[src/rtl/tim_ctrl_if.sv]
// Bus interface for the tim_ctrl register window.
//   bus_sel    access strobe, one cycle per access
//   bus_we     1=write, 0=read
//   bus_addr   byte address (bits [1:0] ignored)
//   bus_wdata  write data
//   bus_rdata  read data, valid the cycle after bus_sel
//   bus_ready  registered echo of bus_sel
interface tim_ctrl_if #(
   parameter int ADDR_W = 5
) ();
   logic              bus_sel;
   logic              bus_we;
   logic [ADDR_W-1:0] bus_addr;
   logic [31:0]       bus_wdata;
   logic [31:0]       bus_rdata;
   logic              bus_ready;

   modport master (output bus_sel, bus_we, bus_addr, bus_wdata,
                   input  bus_rdata, bus_ready);
   modport slave  (input  bus_sel, bus_we, bus_addr, bus_wdata,
                   output bus_rdata, bus_ready);
endinterface

[src/rtl/tim_ctrl.sv]
// Control/scheduler for one general-purpose timer.
// Holds preload registers (PSC, ARR, CCR1, CCR2) and mode bits, moves them
// into the active values driving the timer, edge-detects the timer event
// into UIF/irq, and implements one-pulse mode and a UG forced restart.
// Ports:
//   clk, rst_n      clock, synchronous active-low reset
//   bus             register bus (slave side)
//   tim_en          timer enable
//   tim_countdown   count direction (1=down)
//   tim_psc/arr/ccr1/ccr2  active timer values
//   tim_cnt         current counter value (read via CNT)
//   tim_event       timer event level
//   irq             interrupt request (UIF & UIE)
module tim_ctrl #(
   parameter int          ADDR_W  = 5,
   parameter logic [15:0] PSC_RST = 16'd2,
   parameter logic [15:0] ARR_RST = 16'hFFFF
) (
   input  logic             clk,
   input  logic             rst_n,
   tim_ctrl_if.slave        bus,
   output logic             tim_en,
   output logic             tim_countdown,
   output logic [15:0]      tim_psc,
   output logic [15:0]      tim_arr,
   output logic [15:0]      tim_ccr1,
   output logic [15:0]      tim_ccr2,
   input  logic [15:0]      tim_cnt,
   input  logic             tim_event,
   output logic             irq
);

   typedef enum logic [1:0] {IDLE, RUN, RESTART} state_e;

   // CR bit positions
   localparam int EN = 0, DIR = 1, ARPE = 2, OPM = 3, UIE = 4;

   state_e      state_q, state_d;
   logic [4:0]  cr_q, cr_d;
   logic        uif_q, uif_d;
   logic [15:0] psc_q, psc_d, arr_q, arr_d, ccr1_q, ccr1_d, ccr2_q, ccr2_d;
   logic [15:0] psc_a_q, psc_a_d, arr_a_q, arr_a_d;
   logic [15:0] ccr1_a_q, ccr1_a_d, ccr2_a_q, ccr2_a_d;
   logic        tim_en_q, tim_en_d;
   logic        ev_q;
   logic        irq_q, irq_d;
   logic [31:0] rdata_q, rdata_d;
   logic        ready_q;

   logic              wr, rd, upd, ug, load_all, imm;
   logic [ADDR_W-3:0] widx;
   logic [15:0]       wd;
   logic              unused_ok;

   assign wr   = bus.bus_sel & bus.bus_we;
   assign rd   = bus.bus_sel & ~bus.bus_we;
   assign widx = bus.bus_addr[ADDR_W-1:2];
   assign wd   = bus.bus_wdata[15:0];
   assign upd  = tim_event & ~ev_q;
   assign unused_ok = ^{bus.bus_wdata[31:16], bus.bus_addr[1:0]};

   function automatic logic hit(input logic [ADDR_W-3:0] idx, input int k);
      return idx == (ADDR_W-2)'(k);
   endfunction

   always_comb begin
      state_d  = state_q;
      cr_d     = cr_q;
      psc_d    = psc_q;
      arr_d    = arr_q;
      ccr1_d   = ccr1_q;
      ccr2_d   = ccr2_q;
      psc_a_d  = psc_a_q;
      arr_a_d  = arr_a_q;
      ccr1_a_d = ccr1_a_q;
      ccr2_a_d = ccr2_a_q;
      rdata_d  = 32'd0;
      load_all = 1'b0;
      ug       = wr && hit(widx, 7) && bus.bus_wdata[0];

      if (wr && hit(widx, 0)) cr_d   = bus.bus_wdata[4:0];
      if (wr && hit(widx, 2)) psc_d  = wd;
      if (wr && hit(widx, 3)) arr_d  = wd;
      if (wr && hit(widx, 4)) ccr1_d = wd;
      if (wr && hit(widx, 5)) ccr2_d = wd;

      // Set wins over a same-cycle W1C clear.
      uif_d = upd | (uif_q & ~(wr && hit(widx, 1) && bus.bus_wdata[0]));

      // Preload writes bypass straight to active unless buffered (RUN+ARPE).
      imm = (state_q != RUN) || !cr_q[ARPE];

      unique case (state_q)
         IDLE: begin
            if (ug) load_all = 1'b1;
            if (wr && hit(widx, 0) && bus.bus_wdata[EN]) state_d = RUN;
         end
         RUN: begin
            if (wr && hit(widx, 0) && !bus.bus_wdata[EN]) begin
               state_d = IDLE;                   // no reload even if upd
            end else if (ug) begin
               state_d  = RESTART;
               load_all = 1'b1;
            end else if (upd) begin
               if (cr_q[ARPE]) load_all = 1'b1;
               // A same-cycle CR write overrides the one-pulse stop.
               if (cr_q[OPM] && !(wr && hit(widx, 0))) begin
                  cr_d[EN] = 1'b0;
                  state_d  = IDLE;
               end
            end
         end
         RESTART: begin
            if (wr && hit(widx, 0) && !bus.bus_wdata[EN]) state_d = IDLE;
            else                                          state_d = RUN;
         end
         default: state_d = IDLE;
      endcase

      // Reload uses the *_d preload so a same-cycle write is taken.
      if (load_all) begin
         psc_a_d  = psc_d;
         arr_a_d  = arr_d;
         ccr1_a_d = ccr1_d;
         ccr2_a_d = ccr2_d;
      end else if (imm) begin
         psc_a_d  = psc_d;
         arr_a_d  = arr_d;
         ccr1_a_d = ccr1_d;
         ccr2_a_d = ccr2_d;
      end

      tim_en_d = (state_d == RUN);
      irq_d    = uif_q & cr_q[UIE];

      if (rd) begin
         unique case (widx)
            (ADDR_W-2)'(0): rdata_d = {27'd0, cr_q};
            (ADDR_W-2)'(1): rdata_d = {31'd0, uif_q};
            (ADDR_W-2)'(2): rdata_d = {16'd0, psc_q};
            (ADDR_W-2)'(3): rdata_d = {16'd0, arr_q};
            (ADDR_W-2)'(4): rdata_d = {16'd0, ccr1_q};
            (ADDR_W-2)'(5): rdata_d = {16'd0, ccr2_q};
            (ADDR_W-2)'(6): rdata_d = {16'd0, tim_cnt};
            default:        rdata_d = 32'd0;
         endcase
      end
   end

   always_ff @(posedge clk) begin
      if (!rst_n) begin
         state_q  <= IDLE;
         cr_q     <= '0;
         uif_q    <= 1'b0;
         psc_q    <= PSC_RST;
         arr_q    <= ARR_RST;
         ccr1_q   <= '0;
         ccr2_q   <= '0;
         psc_a_q  <= PSC_RST;
         arr_a_q  <= ARR_RST;
         ccr1_a_q <= '0;
         ccr2_a_q <= '0;
         tim_en_q <= 1'b0;
         ev_q     <= 1'b0;
         irq_q    <= 1'b0;
         rdata_q  <= '0;
         ready_q  <= 1'b0;
      end else begin
         state_q  <= state_d;
         cr_q     <= cr_d;
         uif_q    <= uif_d;
         psc_q    <= psc_d;
         arr_q    <= arr_d;
         ccr1_q   <= ccr1_d;
         ccr2_q   <= ccr2_d;
         psc_a_q  <= psc_a_d;
         arr_a_q  <= arr_a_d;
         ccr1_a_q <= ccr1_a_d;
         ccr2_a_q <= ccr2_a_d;
         tim_en_q <= tim_en_d;
         ev_q     <= tim_event;
         irq_q    <= irq_d;
         rdata_q  <= rdata_d;
         ready_q  <= bus.bus_sel;
      end
   end

   assign tim_en        = tim_en_q;
   assign tim_countdown = cr_q[DIR];
   assign tim_psc       = psc_a_q;
   assign tim_arr       = arr_a_q;
   assign tim_ccr1      = ccr1_a_q;
   assign tim_ccr2      = ccr2_a_q;
   assign irq           = irq_q;
   assign bus.bus_rdata = rdata_q;
   assign bus.bus_ready = ready_q;

endmodule
[src/flat_wrapper.sv]
// flat-port wrapper written by rule: the top's interface ports become plain ports
module tim_ctrl_flat 
#(
   parameter int          ADDR_W  = 5,
   parameter logic [15:0] PSC_RST = 16'd2,
   parameter logic [15:0] ARR_RST = 16'hFFFF
)
  (clk, rst_n, tim_en, tim_countdown, tim_psc, tim_arr, tim_ccr1, tim_ccr2, tim_cnt, tim_event, irq, bus_bus_sel, bus_bus_we, bus_bus_addr, bus_bus_wdata, bus_bus_rdata, bus_bus_ready);
  tim_ctrl_if #(.ADDR_W(ADDR_W)) bus_i ();
  input  logic clk;
  input  logic rst_n;
  output logic tim_en;
  output logic tim_countdown;
  output logic [15:0] tim_psc;
  output logic [15:0] tim_arr;
  output logic [15:0] tim_ccr1;
  output logic [15:0] tim_ccr2;
  input  logic [15:0] tim_cnt;
  input  logic tim_event;
  output logic irq;
  input wire logic [$bits(bus_i.bus_sel)-1:0] bus_bus_sel;
  input wire logic [$bits(bus_i.bus_we)-1:0] bus_bus_we;
  input wire logic [$bits(bus_i.bus_addr)-1:0] bus_bus_addr;
  input wire logic [$bits(bus_i.bus_wdata)-1:0] bus_bus_wdata;
  output wire logic [$bits(bus_i.bus_rdata)-1:0] bus_bus_rdata;
  output wire logic [$bits(bus_i.bus_ready)-1:0] bus_bus_ready;
  assign bus_i.bus_sel = bus_bus_sel;
  assign bus_i.bus_we = bus_bus_we;
  assign bus_i.bus_addr = bus_bus_addr;
  assign bus_i.bus_wdata = bus_bus_wdata;
  assign bus_bus_rdata = bus_i.bus_rdata;
  assign bus_bus_ready = bus_i.bus_ready;
  tim_ctrl #(.ADDR_W(ADDR_W), .PSC_RST(PSC_RST), .ARR_RST(ARR_RST)) u_core (.clk(clk), .rst_n(rst_n), .bus(bus_i), .tim_en(tim_en), .tim_countdown(tim_countdown), .tim_psc(tim_psc), .tim_arr(tim_arr), .tim_ccr1(tim_ccr1), .tim_ccr2(tim_ccr2), .tim_cnt(tim_cnt), .tim_event(tim_event), .irq(irq));
endmodule
[config.mk]
export PLATFORM = sky130hd
export DESIGN_NAME = tim_ctrl_flat
export DESIGN_NICKNAME = d
export VERILOG_FILES = /design/src/rtl/tim_ctrl_if.sv /design/src/rtl/tim_ctrl.sv /design/src/flat_wrapper.sv
export SDC_FILE = /design/constraint.sdc
export NUM_CORES = 1
export LEC_CHECK = 0
export ABC_AREA = 0
export CAP_MARGIN = 20
export CORE_MARGIN = 1.5
export CORE_UTILIZATION = 39
export DETAILED_ROUTE_END_ITERATION = 16
export PLACE_DENSITY = 0.74
export REMOVE_ABC_BUFFERS = 1
export SLEW_MARGIN = 40
export SYNTH_ARGS = -nofsm -noshare
export SYNTH_HDL_FRONTEND = slang
export SYNTH_SLANG_ARGS = --single-unit
[constraint.sdc]
create_clock -name clk -period 2.1 [get_ports clk]
set_input_delay 0.315 -clock clk [delete_from_list [all_inputs] [get_ports clk]]
set_output_delay 0.315 -clock clk [all_outputs]
set_load 0.02 [all_outputs]
# --- Word level (Yosys, flattened, before mapping) ---
# Cells that the tools add are included.
classes:
  mux: 32
  reduce_logical: 20
  n_eq_ne: 11
  bitwise_logic: 9
ops:
  columns: ["cell", "count"]
  rows:
  - ["2-to-1 mux 16 bit", 12]
  - ["one-hot mux 16 bit (7 select lines)", 1]
  - ["equality test 3 bit, second input constant", 4]
  - ["logical AND 1 bit", 12]
  - ["2-to-1 mux 1 bit", 12]
  - ["2-to-1 mux 2 bit", 5]
  - ["equality test 3 x 2 -> 1 bit, second input constant", 2]
  - ["one-hot mux 2 bit (3 select lines)", 1]
  - ["AND 1 bit", 5]
  - ["equality test 2 x 1 -> 1 bit, second input constant", 2]
  - ["equality test 3 x 1 -> 1 bit, second input constant", 1]
  - ["zero test 1 bit", 3]
  - ["zero test 3 bit", 1]
  - ["inverter 1 bit", 3]
  - ["equality test 2 bit, second input constant", 1]
  - ["zero test 2 bit", 1]
  - ["inequality test 2 x 1 -> 1 bit, second input constant", 1]
  - ["one-hot mux 1 bit (2 select lines)", 1]
  - ["AND reduction 2 bit", 1]
  - ["nonzero test 2 bit", 1]
  - ["logical OR 1 bit", 1]
  - ["bitwise OR 1 bit", 1]
word_totals:
  inputBits: 58
  word_cells: 89
  ff_bits: 172

# --- Longest topological paths before layout ---
depth:
  depth_word: 10
  depth_mapped: 7
  mapped_depth_nobuf: 4

# --- Worst setup path before layout ---
# No wires, ideal clock.
synth_timing:
  kind: "input-to-reg"
  from: "input bus_bus_addr[3]"
  to: "register u_core.arr_a_q[10], in the netlist u_core.tim_arr[10]"
  required_time_ps: 1979
  path_buffers: 3
  path_slack_ps: 426
  path_stages: 7
  setup_ps: 121
  arrival_ps: 1553
  cell_sequence: "buf_4 > nand3_1 > o211ai_2 > and2_1 > buf_6 > buf_6 > mux2_4"
synth_between:
  elab_chain_cells: 7
synth_rtl:
  columns: ["item", "line", "rtl"]
  rows:
  - ["start, declared", "flat_wrapper.sv:23", "input wire logic [$bits(bus_i.bus_addr)-1:0] bus_bus_addr;"]
  - ["equality test 3 bit", "tim_ctrl.sv:63", "return idx == (ADDR_W-2)'(k);"]
  - ["logical AND 1 bit (2 in series)", "tim_ctrl.sv:79", "ug = wr && hit(widx, 7) && bus.bus_wdata[0];"]
  - ["2-to-1 mux 1 bit", "tim_ctrl.sv:101", "end else if (ug) begin"]
  - ["2-to-1 mux 1 bit", "tim_ctrl.sv:99", "if (wr && hit(widx, 0) && !bus.bus_wdata[EN]) begin"]
  - ["one-hot mux 1 bit (2 select lines)", "tim_ctrl.sv:93", "unique case (state_q)"]
  - ["2-to-1 mux 16 bit or nonzero test 2 bit (tied branches)", null, null]
  - ["end signal, assigned", "tim_ctrl.sv:177", "arr_a_q <= arr_a_d;"]
  - ["end, declared", "tim_ctrl.sv:42", "logic [15:0] psc_a_q, psc_a_d, arr_a_q, arr_a_d;"]
# Parallel ways exist; a longest one is shown, timed or not. The select of a mux whose other input is x is not followed.
# A chain may end at the register's enable or synchronous reset.

# --- Worst setup path after layout ---
layout_timing:
  from: "input bus_bus_addr[4]"
  to: "register u_core.arr_a_q[3], in the netlist u_core.tim_arr[3]"
# The elaborated chain is that of the path after synthesis.

==> results.ini <==
[critical_path]
r2r_start = u_core.state_q[0]
critical_path_buf_inv_count = 2
worst_path_max_delay_cell = clkdlybuf4s50_1
crit_fanout = 9
crit_family = buffers and inverters
timing_worst_setup_path_type = primary input to flop
critical_path.max_stage_delay_ns = 0.59
cell_by_cell_listing_of_the_critical_path = clkdlybuf4s50_1 > nand3_1 > o211ai_4 > and2_2 > buf_4 > mux2_2
required_time_of_the_worst_setup_path_ns = 2.41
cp_data_arrival_time_ns = 2.15
setup_slack_of_the_worst_register_to_register_path_ns = 0.38
worstSetupStartpoint = bus_bus_addr[4]
worst_setup_path_end_kind = flop
cp_num_cells = 6
rr_endpoint = u_core.tim_psc[11]
timing.critical_path.from_type = primary input
crit_path_end = u_core.tim_arr[3]
worst_r2r_path_depth = 6

[die]
rows = 46
io-pin-count = 158
design.core.area_um2 = 15940
floorplan.initialDensity_pct = 39.95
die_height_um = 130.8
horizontal_die_dimension_um = 130.8
fp.dieArea_um2 = 17100

[power]
report.power.total_uw = 6963
power.density_nw_per_um2 = 801.4
leakagePower_uw = 0.003261
ir_worst_vdd_mv = 0.5482

[global_route]
global_route.usage.total_pct = 21.57
grt_max_degree = 57
first_global_vias = 5042
antenna_found_initial = 1
grt_pass1_wl_um = 27860
remaining_overflow_grt = 0

[place]
port_buffers = 123
placedInstanceArea_um2 = 8030
detailed_place_hpwl_um = 12360
gp_routability_congestion = 0.9018

[routing]
route.detailed.vias_per_inst = 5.370
drt.antenna.violating_nets = 0
finalWirelength_um = 18080
average_wire_per_standard_cell_um = 18.08
initial_drc_count = 385
post-route-drc-count = 0
drt_pre_antenna_iters = 8
vias = 5370

[timing]
report.final.hold_viol_count = 0
grt_setup_unrepaired = false
skew_ns = 0.01012
report.final.setup_viol = 0
hold_slack_ns = 0.4437
finalMaxSlewViolations = 0
max_clock_freq_ghz = 0.5428
min_period_ns = 1.842
tightestPinTransition_ns = 0.5784
worst_slew_margin_rel_pct = 61.40
fin_tns_setup_ns = 0
period_share_pct = 87.73

[synth]
synth.top_cell.area_share_pct = 49.04
netlist_instances = 632
synth_async_sr_flop_share_pct = 0
synth_top_cells_by_count = dfxtp_1, nor2_1, a21oi_1, a211oi_1, mux2i_1
synth_top_cell_by_area = dfxtp_1
synth_sequential_area_ratio_pct = 49.04
yosys.cell_count.top_type = dfxtp_1
synth-warning-count = 0
postSynthAreaPerCell_um2 = 10.08
yosys_register_bits = 156
post_synth_main_area_contributors = dfxtp_1, mux2i_1, a211oi_1
synth_edf_count = 0
postSynth.topFlopCell = dfxtp_1
synth_cell_types = 46
synth_area_um2 = 6369

[cts]
cts-hold-fix-buffers = 0
number_of_h_tree_branching_levels = 4
cts_sinks = 156
worst_setup_hold_path_clk_slew_ns = 0.06
number_of_instances_resized_during_post_cts_repair = 0
cts-root-to-sink-buffers = 2
cts-buffers-inserted = 17
post-cts-setup-buffer-count = 0
clock-root-buffer = clkbuf_16
cts_tree = done
insertion_delay_ns = 0.42

[cells_and_area]
drive_gt1_share_pct = 16.33
design.final.nets = 829
antenna-diode-count = 0
area_of_all_placed_cells_without_fillers_um2 = 8688
postLayoutCoreUtil_pct = 54.50
area.growth.synth_to_final_pct = 36.42

[flow_run]
max-cap-violations = 0

[min_path]
hold_path_class = primary input to flop

[run_status]
status = completed

==> registers in the layout, summed over array words and instances, names as in the netlist <==
register	cells
u_core.ev_q	1
u_core.state_q	2
u_core.psc_q	16
u_core.ccr2_q	16
u_core.irq	1
u_core.tim_ccr1	16
u_core.tim_arr	16
u_core.tim_ccr2	16
u_core.arr_q	16
u_core.uif_q	1
u_core.tim_en	1
u_core.cr_q	5
u_core.bus.bus_ready	1
u_core.tim_psc	16
u_core.bus.bus_rdata	16
u_core.ccr1_q	16
==> worst register-to-register path, stage by stage (launching register included) <==
cell and delay (ns):
dfxtp_1 0.39, and3b_1 0.29, nand4b_4 0.13, and2_2 0.27, buf_12 0.18, buf_12 0.15
a211oi_1 0.22
==> report_power, final <==
| group | internal (uW) | switching [uW] |
|---|---|---|
| registers | 3010 | 24.9 |
| clock network | 2140 | 1230 |
| logic | 243 | 310 |
| total | 5390 | 1570 |
==> stage by stage <==
stage	instances	setup WS, ns
after floorplan	576	-1.466
after global placement	968	-0.1585
after detailed placement	968	-0.1650
after CTS	1000	0.2543
after global routing	1000	0.1714
final	1000	0.2578
==> cell families (layout without fill, tap and decap cells) <==
logic type      count (synthesis)  in the layout  synth area share (%)
compound gates                161            161                 16.86
mux                            82             82                 14.54
other cells                     1             16               0.05888
buf+inv                        73            210                 6.503
flops                         156            156                 49.04
simple gates                  159            159                 13.01
==> how the worst min path moves through the flow <==
stage | from | end | slack, ns | cells past startpoint
6_report | bus_bus_addr[3] | u_core.state_q[1] | 0.44 | 4
5_1_grt | bus_bus_addr[3] | u_core.state_q[1] | 0.48 | 4
4_1_cts | bus_bus_addr[3] | u_core.state_q[1] | 0.44 | 4
3_5_place_dp | u_core.cr_q[4] | u_core.cr_q[4] | 0.47 | 2
3_3_place_gp | u_core.cr_q[4] | u_core.cr_q[4] | 0.46 | 2
2_1_floorplan | rst_n | u_core.psc_q[1] | 0.38 | 1
==> routing by layer <==
| metal | GRT usage [%] | wire length (um) |
|---|---|---|
| met5 | 0 | 9 |
| met4 | 6.335 | 241 |
| met3 | 4.479 | 1058 |
| met2 | 34.92 | 8474 |
| met1 | 29.16 | 8300 |
==> area by class of cell <==
| cell class | count | area [um^2] |
|---|---|---|
| clock buffers | 18 | 439.2 |
| clock inverters | 14 | 216.5 |
| fillers | 1449 | 7254 |
| inverters | 2 | 7.507 |
| multi-input cells | 418 | 2900 |
| flip-flops and latches | 156 | 3123 |
| well taps | 216 | 270.3 |
| repair buffers | 176 | 1732 |
==> cell usage in the layout (no fill, tap or decap), types with 19 or more instances in the layout <==
cell type	instances
dfxtp_1	156
clkdlybuf4s50_1	121
nor2_1	63
a21oi_1	56
a211oi_1	53
mux2i_1	52
buf_4	44
nand2b_1	20
nand3_1	19
(Power assumes the default switching activity.)
